`src/rtl/feistel_pkg.sv`:
```
// Shared types and key-index helpers for the parametrised Feistel core.
//   state_t        : block-processing state (IDLE, ROUND, FINAL, OUT)
//   white_idx_t    : pair of whitening-key indices {wl, wr}
//   round_key_idx  : round-key index for round r in the chosen direction
//   white_idx      : whitening-key indices for the chosen direction
package feistel_pkg;

  typedef enum logic [1:0] {
    IDLE,
    ROUND,
    FINAL,
    OUT
  } state_t;

  typedef struct packed {
    int unsigned wl;
    int unsigned wr;
  } white_idx_t;

  // Decryption walks the key schedule backwards, starting from K[ROUNDS+1].
  function automatic int unsigned round_key_idx(input int unsigned r,
                                                input logic        encrypt,
                                                input int unsigned rounds);
    return encrypt ? r : (rounds + 1 - r);
  endfunction

  function automatic white_idx_t white_idx(input logic        encrypt,
                                           input int unsigned rounds);
    white_idx_t w;
    if (encrypt) begin
      w.wl = rounds + 1;
      w.wr = rounds;
    end else begin
      w.wl = 0;
      w.wr = 1;
    end
    return w;
  endfunction

endpackage

```
`src/rtl/feistel_key_sel.sv`:
```
// Combinational subkey selection for the Feistel core.
//   subkeys   : flattened key bus, K[i] = subkeys[i*HALF_W +: HALF_W]
//   rnd       : current round index
//   encrypt   : 1 = encrypt schedule, 0 = decrypt schedule
//   round_key : key mixed into the F argument this round
//   wl_key    : whitening key for the output left half
//   wr_key    : whitening key for the output right half
module feistel_key_sel
  import feistel_pkg::*;
#(
  parameter int HALF_W = 64,
  parameter int ROUNDS = 8,
  parameter int R_W    = 3
) (
  input  logic [(ROUNDS+2)*HALF_W-1:0] subkeys,
  input  logic [R_W-1:0]               rnd,
  input  logic                         encrypt,
  output logic [HALF_W-1:0]            round_key,
  output logic [HALF_W-1:0]            wl_key,
  output logic [HALF_W-1:0]            wr_key
);

  localparam int NK   = ROUNDS + 2;
  localparam int KI_W = $clog2(NK);

  logic [HALF_W-1:0] k_arr [NK];
  white_idx_t        w;
  logic [KI_W-1:0]   rk_idx;
  logic [KI_W-1:0]   wl_idx;
  logic [KI_W-1:0]   wr_idx;

  for (genvar i = 0; i < NK; i++) begin : g_unpack
    assign k_arr[i] = subkeys[i*HALF_W +: HALF_W];
  end

  always_comb begin
    w         = white_idx(encrypt, ROUNDS);
    rk_idx    = KI_W'(round_key_idx(32'(rnd), encrypt, ROUNDS));
    wl_idx    = KI_W'(w.wl);
    wr_idx    = KI_W'(w.wr);
    round_key = k_arr[rk_idx];
    wl_key    = k_arr[wl_idx];
    wr_key    = k_arr[wr_idx];
  end

endmodule

```
`src/rtl/feistel_core_param.sv`:
```
// Parametrised iterative Feistel core, one block in flight at a time.
// Blocks enter on in_valid/in_ready, each round calls an external F unit
// over f_req/f_x/f_ack/f_y, a final whitening step forms the result, which
// leaves on out_valid/out_ready. Losing key_valid mid-block drops the block
// and pulses abort.
//   Clk, RstN          : clock, asynchronous active-low reset
//   key_valid, subkeys : subkey bus, K[i] = subkeys[i*HALF_W +: HALF_W]
//   in_*               : input block {L,R} and per-block direction
//   f_*                : F-function request/acknowledge port
//   out_*              : result block handshake
//   abort              : one-cycle pulse when a block is dropped
//   blk_count          : completed-block counter; present only when
//                        FEISTEL_BLOCK_CNT_EN is defined, otherwise 0
module feistel_core_param
  import feistel_pkg::*;
#(
  parameter  int BLOCK_W = 128,
  parameter  int ROUNDS  = 8,
  parameter  int CNT_W   = 32,
  localparam int HALF_W  = BLOCK_W / 2,
  localparam int NK      = ROUNDS + 2
) (
  input  logic                 Clk,
  input  logic                 RstN,
  input  logic                 key_valid,
  input  logic [NK*HALF_W-1:0] subkeys,
  input  logic                 in_valid,
  output logic                 in_ready,
  input  logic [BLOCK_W-1:0]   in_block,
  input  logic                 in_encrypt,
  output logic                 f_req,
  output logic [HALF_W-1:0]    f_x,
  input  logic                 f_ack,
  input  logic [HALF_W-1:0]    f_y,
  output logic                 out_valid,
  input  logic                 out_ready,
  output logic [BLOCK_W-1:0]   out_block,
  output logic                 abort,
  output logic [CNT_W-1:0]     blk_count
);

  localparam int R_W = $clog2(ROUNDS);

  state_t              state_q, state_d;
  logic [HALF_W-1:0]   left_q, left_d;
  logic [HALF_W-1:0]   right_q, right_d;
  logic [R_W-1:0]      rnd_q, rnd_d;
  logic                enc_q, enc_d;
  logic [BLOCK_W-1:0]  out_block_q, out_block_d;
  logic                abort_q, abort_d;

  logic [HALF_W-1:0]   round_key;
  logic [HALF_W-1:0]   wl_key;
  logic [HALF_W-1:0]   wr_key;
  logic [HALF_W-1:0]   f_arg;

  feistel_key_sel #(
    .HALF_W (HALF_W),
    .ROUNDS (ROUNDS),
    .R_W    (R_W)
  ) u_key_sel (
    .subkeys   (subkeys),
    .rnd       (rnd_q),
    .encrypt   (enc_q),
    .round_key (round_key),
    .wl_key    (wl_key),
    .wr_key    (wr_key)
  );

  // f_x only moves when left_q/rnd_q do, i.e. in the cycle after an f_ack.
  assign f_arg     = left_q ^ round_key;
  assign f_x       = (state_q == ROUND) ? f_arg : '0;
  assign f_req     = (state_q == ROUND);
  assign in_ready  = (state_q == IDLE) && key_valid;
  assign out_valid = (state_q == OUT);
  assign out_block = out_block_q;
  assign abort     = abort_q;

  always_comb begin
    // NOTE: every always_comb output gets a default first so no path can
    // leave it unassigned, which would otherwise infer a latch.
    state_d     = state_q;
    left_d      = left_q;
    right_d     = right_q;
    rnd_d       = rnd_q;
    enc_d       = enc_q;
    out_block_d = out_block_q;
    abort_d     = 1'b0;

    case (state_q)
      IDLE: begin
        if (in_valid && key_valid) begin
          left_d  = in_block[BLOCK_W-1:HALF_W];
          right_d = in_block[HALF_W-1:0];
          enc_d   = in_encrypt;
          rnd_d   = '0;
          state_d = ROUND;
        end
      end
      ROUND: begin
        // Key loss wins over a simultaneous f_ack: the block is dropped.
        if (!key_valid) begin
          abort_d = 1'b1;
          state_d = IDLE;
        end else if (f_ack) begin
          left_d  = right_q ^ f_y;
          right_d = f_arg;
          rnd_d   = rnd_q + R_W'(1);
          if (rnd_q == R_W'(ROUNDS - 1)) begin
            state_d = FINAL;
          end
        end
      end
      FINAL: begin
        if (!key_valid) begin
          abort_d = 1'b1;
          state_d = IDLE;
        end else begin
          out_block_d = {right_q ^ wl_key, left_q ^ wr_key};
          state_d     = OUT;
        end
      end
      OUT: begin
        // Key loss here is deliberately ignored: the result is already final.
        if (out_ready) begin
          state_d = IDLE;
        end
      end
      default: state_d = IDLE;
    endcase
  end

  // NOTE: sequential state uses non-blocking assignments so every flop
  // samples the pre-edge values regardless of statement order.
  always_ff @(posedge Clk or negedge RstN) begin
    if (!RstN) begin
      state_q     <= IDLE;
      left_q      <= '0;
      right_q     <= '0;
      rnd_q       <= '0;
      enc_q       <= 1'b0;
      out_block_q <= '0;
      abort_q     <= 1'b0;
    end else begin
      state_q     <= state_d;
      left_q      <= left_d;
      right_q     <= right_d;
      rnd_q       <= rnd_d;
      enc_q       <= enc_d;
      out_block_q <= out_block_d;
      abort_q     <= abort_d;
    end
  end

`ifdef FEISTEL_BLOCK_CNT_EN
  logic [CNT_W-1:0] blk_count_q, blk_count_d;

  // Wraps naturally at 2^CNT_W.
  always_comb begin
    blk_count_d = blk_count_q;
    if (out_valid && out_ready) begin
      blk_count_d = blk_count_q + CNT_W'(1);
    end
  end

  always_ff @(posedge Clk or negedge RstN) begin
    if (!RstN) begin
      blk_count_q <= '0;
    end else begin
      blk_count_q <= blk_count_d;
    end
  end

  assign blk_count = blk_count_q;
`else
  assign blk_count = '0;
`endif

endmodule

```
`config.mk`:
```
export PLATFORM = sky130hd
export DESIGN_NAME = feistel_core_param
export DESIGN_NICKNAME = d
export VERILOG_FILES = /design/src/rtl/feistel_pkg.sv /design/src/rtl/feistel_key_sel.sv /design/src/rtl/feistel_core_param.sv
export SDC_FILE = /design/constraint.sdc
export NUM_CORES = 1
export LEC_CHECK = 0
export CORE_AREA = 2 2 411 413
export DETAILED_ROUTE_END_ITERATION = 10
export DIE_AREA = 0 0 413 415
export PLACE_DENSITY = 0.37
export SYNTH_ARGS = -nofsm -noshare
export SYNTH_HDL_FRONTEND = slang
export SYNTH_SLANG_ARGS = --single-unit
```
`constraint.sdc`:
```
create_clock -name Clk -period 2.9 [get_ports Clk]
set_input_delay 0.58 -clock Clk [delete_from_list [all_inputs] [get_ports Clk]]
set_output_delay 0.58 -clock Clk [all_outputs]
set_load 0.01 [all_outputs]
```
==> key figures <==
Placed design
  • Cell count after placement: 5678
  • Post-DP HPWL: 132 mm
  • RePlAce Congestion: 0.897
  • Dpl ws: -1230 ps
  • Placed Area: ~0.036 mm2
  • Port buffer count: roughly 1000

Critical path
  • Crit path from: enc_q$_DFFE_PN0P_
  • Max incr delay on CP: between 500 and 600 ps
  • WP data arrival: approximately 3200 ps
  • Cell mode on critical path: buf_6
  • Crit-path cells: xnor2_4 -> buf_12 -> buf_6 -> buf_6 -> mux4_2 -> a22oi_2 -> o21ai_2 -> xor2_1 -> and2_1 -> buf_2
  • CP top delay family: buffers and inverters
  • CP Buf/Inv Count: 4
  • Worst EP required: 2320 ps
  • Crit path max fanout: 7
  • Critical Path Sink Type: output pin
  • Critical path's slowest cell: dfrtp_4
  • Startpoint Class: flip-flop
  • Worst r2r src: enc_q$_DFFE_PN0P_
  • Setup Crit Path Kind: reg2out

Timing
  • Minimum clock period: ~3800 ps
  • Setup TNS: -52340 ps
  • Final setup viols: 70
  • Unrepaired setup endpoints after global routing: yes
  • Worst slew pin tran: about 720 ps
  • Final worst-path cycle share: 131%
  • Slew headroom: between 50% and 60%
  • Slew Viols, Final: 0
  • Max Freq: 263 MHz
  • Final worst setup slack: -901 ps
  • Max Clock Skew: between 15 and 20 ps
  • Fin. Hold Viols: 0

Clock network
  • Max H-tree Level: 2
  • Clk sinks: 263
  • CTS tree: built
  • Root Driver: clkbuf_16
  • Worst skew pair latency: ~600 ps
  • Clock transition at path regs: 60 ps
  • Max clock buf depth: 3
  • Num CTS Buffers: ~40

Pwr
  • Total power: 0.0489 W
  • Leakage power: 16.8 nW
  • Power per cell area: roughly 1200 mW/mm2
  • VDD IR max: between 0.0004 and 0.0005 V

Drt
  • DRC Markers: 0
  • Via count: 23577
  • Drt wl/cell: ~27 um
  • Iteration-0 DRC Markers: about 1100
  • Final antenna-violating net count: 0
  • Via/cell ratio: approximately 4
  • DRT Pass-1 Iters: 5
  • Final wirelength: 162 mm

Die
  • DIE HEIGHT: a little over 400 um
  • Die width: ~410 um
  • Placeable core area: 0.167 mm2
  • Placement Rows: 150
  • Num ports: between 1000 and 1500
  • Total die area: 0.171 mm2
  • Initial Utilization: roughly an eighth

Finish
  • Most common cell after layout, fill and taps aside: clkdlybuf4s50_1
  • Layout Cells excl Fill: about 5900
  • Leading cell types in the layout, fill and taps excluded: 967 x clkdlybuf4s50_1, 404 x buf_4, 383 x nand2_1
  • NumNets Final: around 4500
  • Layout area overhead: 98.0%
  • Proportion of layout cells with a drive suffix above 1: about 25%
  • Fin area: between 0.04 and 0.05 mm2

Global routing
  • First-pass GRT wire length: 215 mm
  • Initial antenna violation count: roughly 80
  • Vias in the first global route: around 25000
  • Grt ovf: 0
  • Global Route Usage Sum: a little under a fifth
  • Largest net degree at the start of global routing: 60

Synthesis
  • Ys Warns: 0
  • Sequential-to-total area share from yosys stat: between 30% and 40%
  • Mapped Cells: roughly 2200
  • Avg Inst Size Synth: 9.15 um2
  • Synth Register Bits: roughly 260
  • Count of cell types in the netlist: 34
  • Post-synthesis cell area: 0.0205 mm2

Hold path
  • Hold_sp: out_block[55]$_DFFE_PN0P_
  • HP Class: reg2reg

Flow run
  • Max-Cap Viols: 0

Run status
  • Run status: finished, violations left
  • Failing checks: negative setup slack
[final cells by class]
class                   count  area (um2)
diodes                     10        25.0
clock buffers              65        1200
clock inverters             8         141
fillers                 18191      126000
inverters                  35         131
multi-input cells        1763       14000
flip-flops and latches    263        6590
well taps                2204        2760
repair buffers           1581       15800
[power breakdown]
group / internal [W] / total [W] / switching, W
registers: 0.00544 / 0.00719 / 0.00175
logic: 0.0192 / 0.0365 / 0.0174
clock network: 0.00309 / 0.00523 / 0.00214
total: 0.0277 / 0.0489 / 0.0213
[cells in the mapped netlist, drive strengths merged]
master / number / area share, %
ha: 7 / 0.43
and2: 38 / 1.2
a221oi: 30 / 1.3
nand2b: 33 / 1.0
conb: 1 / 0.018
nor2b: 32 / 0.98
a21oi: 32 / 0.78
a32oi: 30 / 1.3
o2111ai: 1 / 0.043
o21a: 1 / 0.037
o21ai: 360 / 8.8
inv: 35 / 0.64
o2111a: 1 / 0.055
o211ai: 1 / 0.037
mux2: 31 / 1.7
buf: 89 / 2.7
mux4: 68 / 7.5
a22oi: 34 / 1.2
nor2: 6 / 0.11
o22a: 30 / 1.3
dfrtp: 263 / 32
a2bb2oi: 34 / 1.5
nand3: 3 / 0.073
clkbuf: 124 / 2.3
nand4b: 90 / 3.8
mux2i: 253 / 12
xor2: 163 / 7.0
nand2: 388 / 7.1
xnor2: 65 / 2.9
[repair_timing]
| action | 4_1_cts | 5_1_grt |
|---|---|---|
| endpoints found under the setup margin | 93 | 73 |
| cloned | 7 | 2 |
| pin swaps | 58 | 66 |
| resized for setup | 473 | 115 |
| hold endpoints to repair | 33 | 0 |
| buffers inserted | 122 | 47 |
| hold buffers | 1 | 0 |
[final timing paths]
| path | slack (ps) | end | cells past startpoint |
|---|---|---|---|
| worst max-delay path | -900 | f_x[51] | 10 |
| worst max register to register | -690 | right_q[4]$_DFFE_PN0P_ | 21 |
| worst min-delay path | 470 | out_block[55]$_DFFE_PN0P_ | 2 |
| max in group asynchronous | 1480 | rnd_q[1]$_DFFE_PN0P_ | 3 |
| min in group asynchronous | 560 | out_block[65]$_DFFE_PN0P_ | 2 |
| worst min register to register | 470 | out_block[55]$_DFFE_PN0P_ | 2 |
[flip-flops by register name (all words and copies together) (netlist names)]
name	flops
abort	1
enc_q	1
left_q	64
out_block	128
rnd_q	3
right_q	64
state_q	2
[worst register-to-register path, delay by kind of cell, from the launching register on]
kind | cells | cell delay [ps]
buf+inv | 15 | 1980
flops | 1 | 510
compound gates | 2 | 410
simple gates | 2 | 260
xor+xnor | 1 | 180
mux | 1 | 160
[routing by layer]
layer  GRT usage, %  share of wire, %  vias to the layer above  wire, um
li1               -                 -                    10921         -
met5              0             0.092                        -       149
met4           3.48               2.2                       24      3520
met2           33.5                51                      793     83200
met3           3.36               5.1                      233      8260
met1           22.0                41                    11606     67200
[kinds of logic (layout without fill, tap and decap cells)]
family,after synthesis,in the layout,share of synthesized area [%]
AOI/OAI and AO/OA,554,554,16.3
DFF,263,263,32.1
adders and majority gates,7,7,0.427
buffers and inverters,248,1689,5.65
muxes,352,352,21.5
xor gates and xnor gates,228,228,9.82
and+or+nand+nor,590,590,14.3
other,1,42,0.0183
[stage by stage]
step,utilization [%],hold WS (ps)
global route,24.4,506
finish,24.4,473
global placement,21.9,461
detailed placement,21.9,469
floorplan,-,284
CTS,23.9,481
Power figures use the tool's default switching activity.
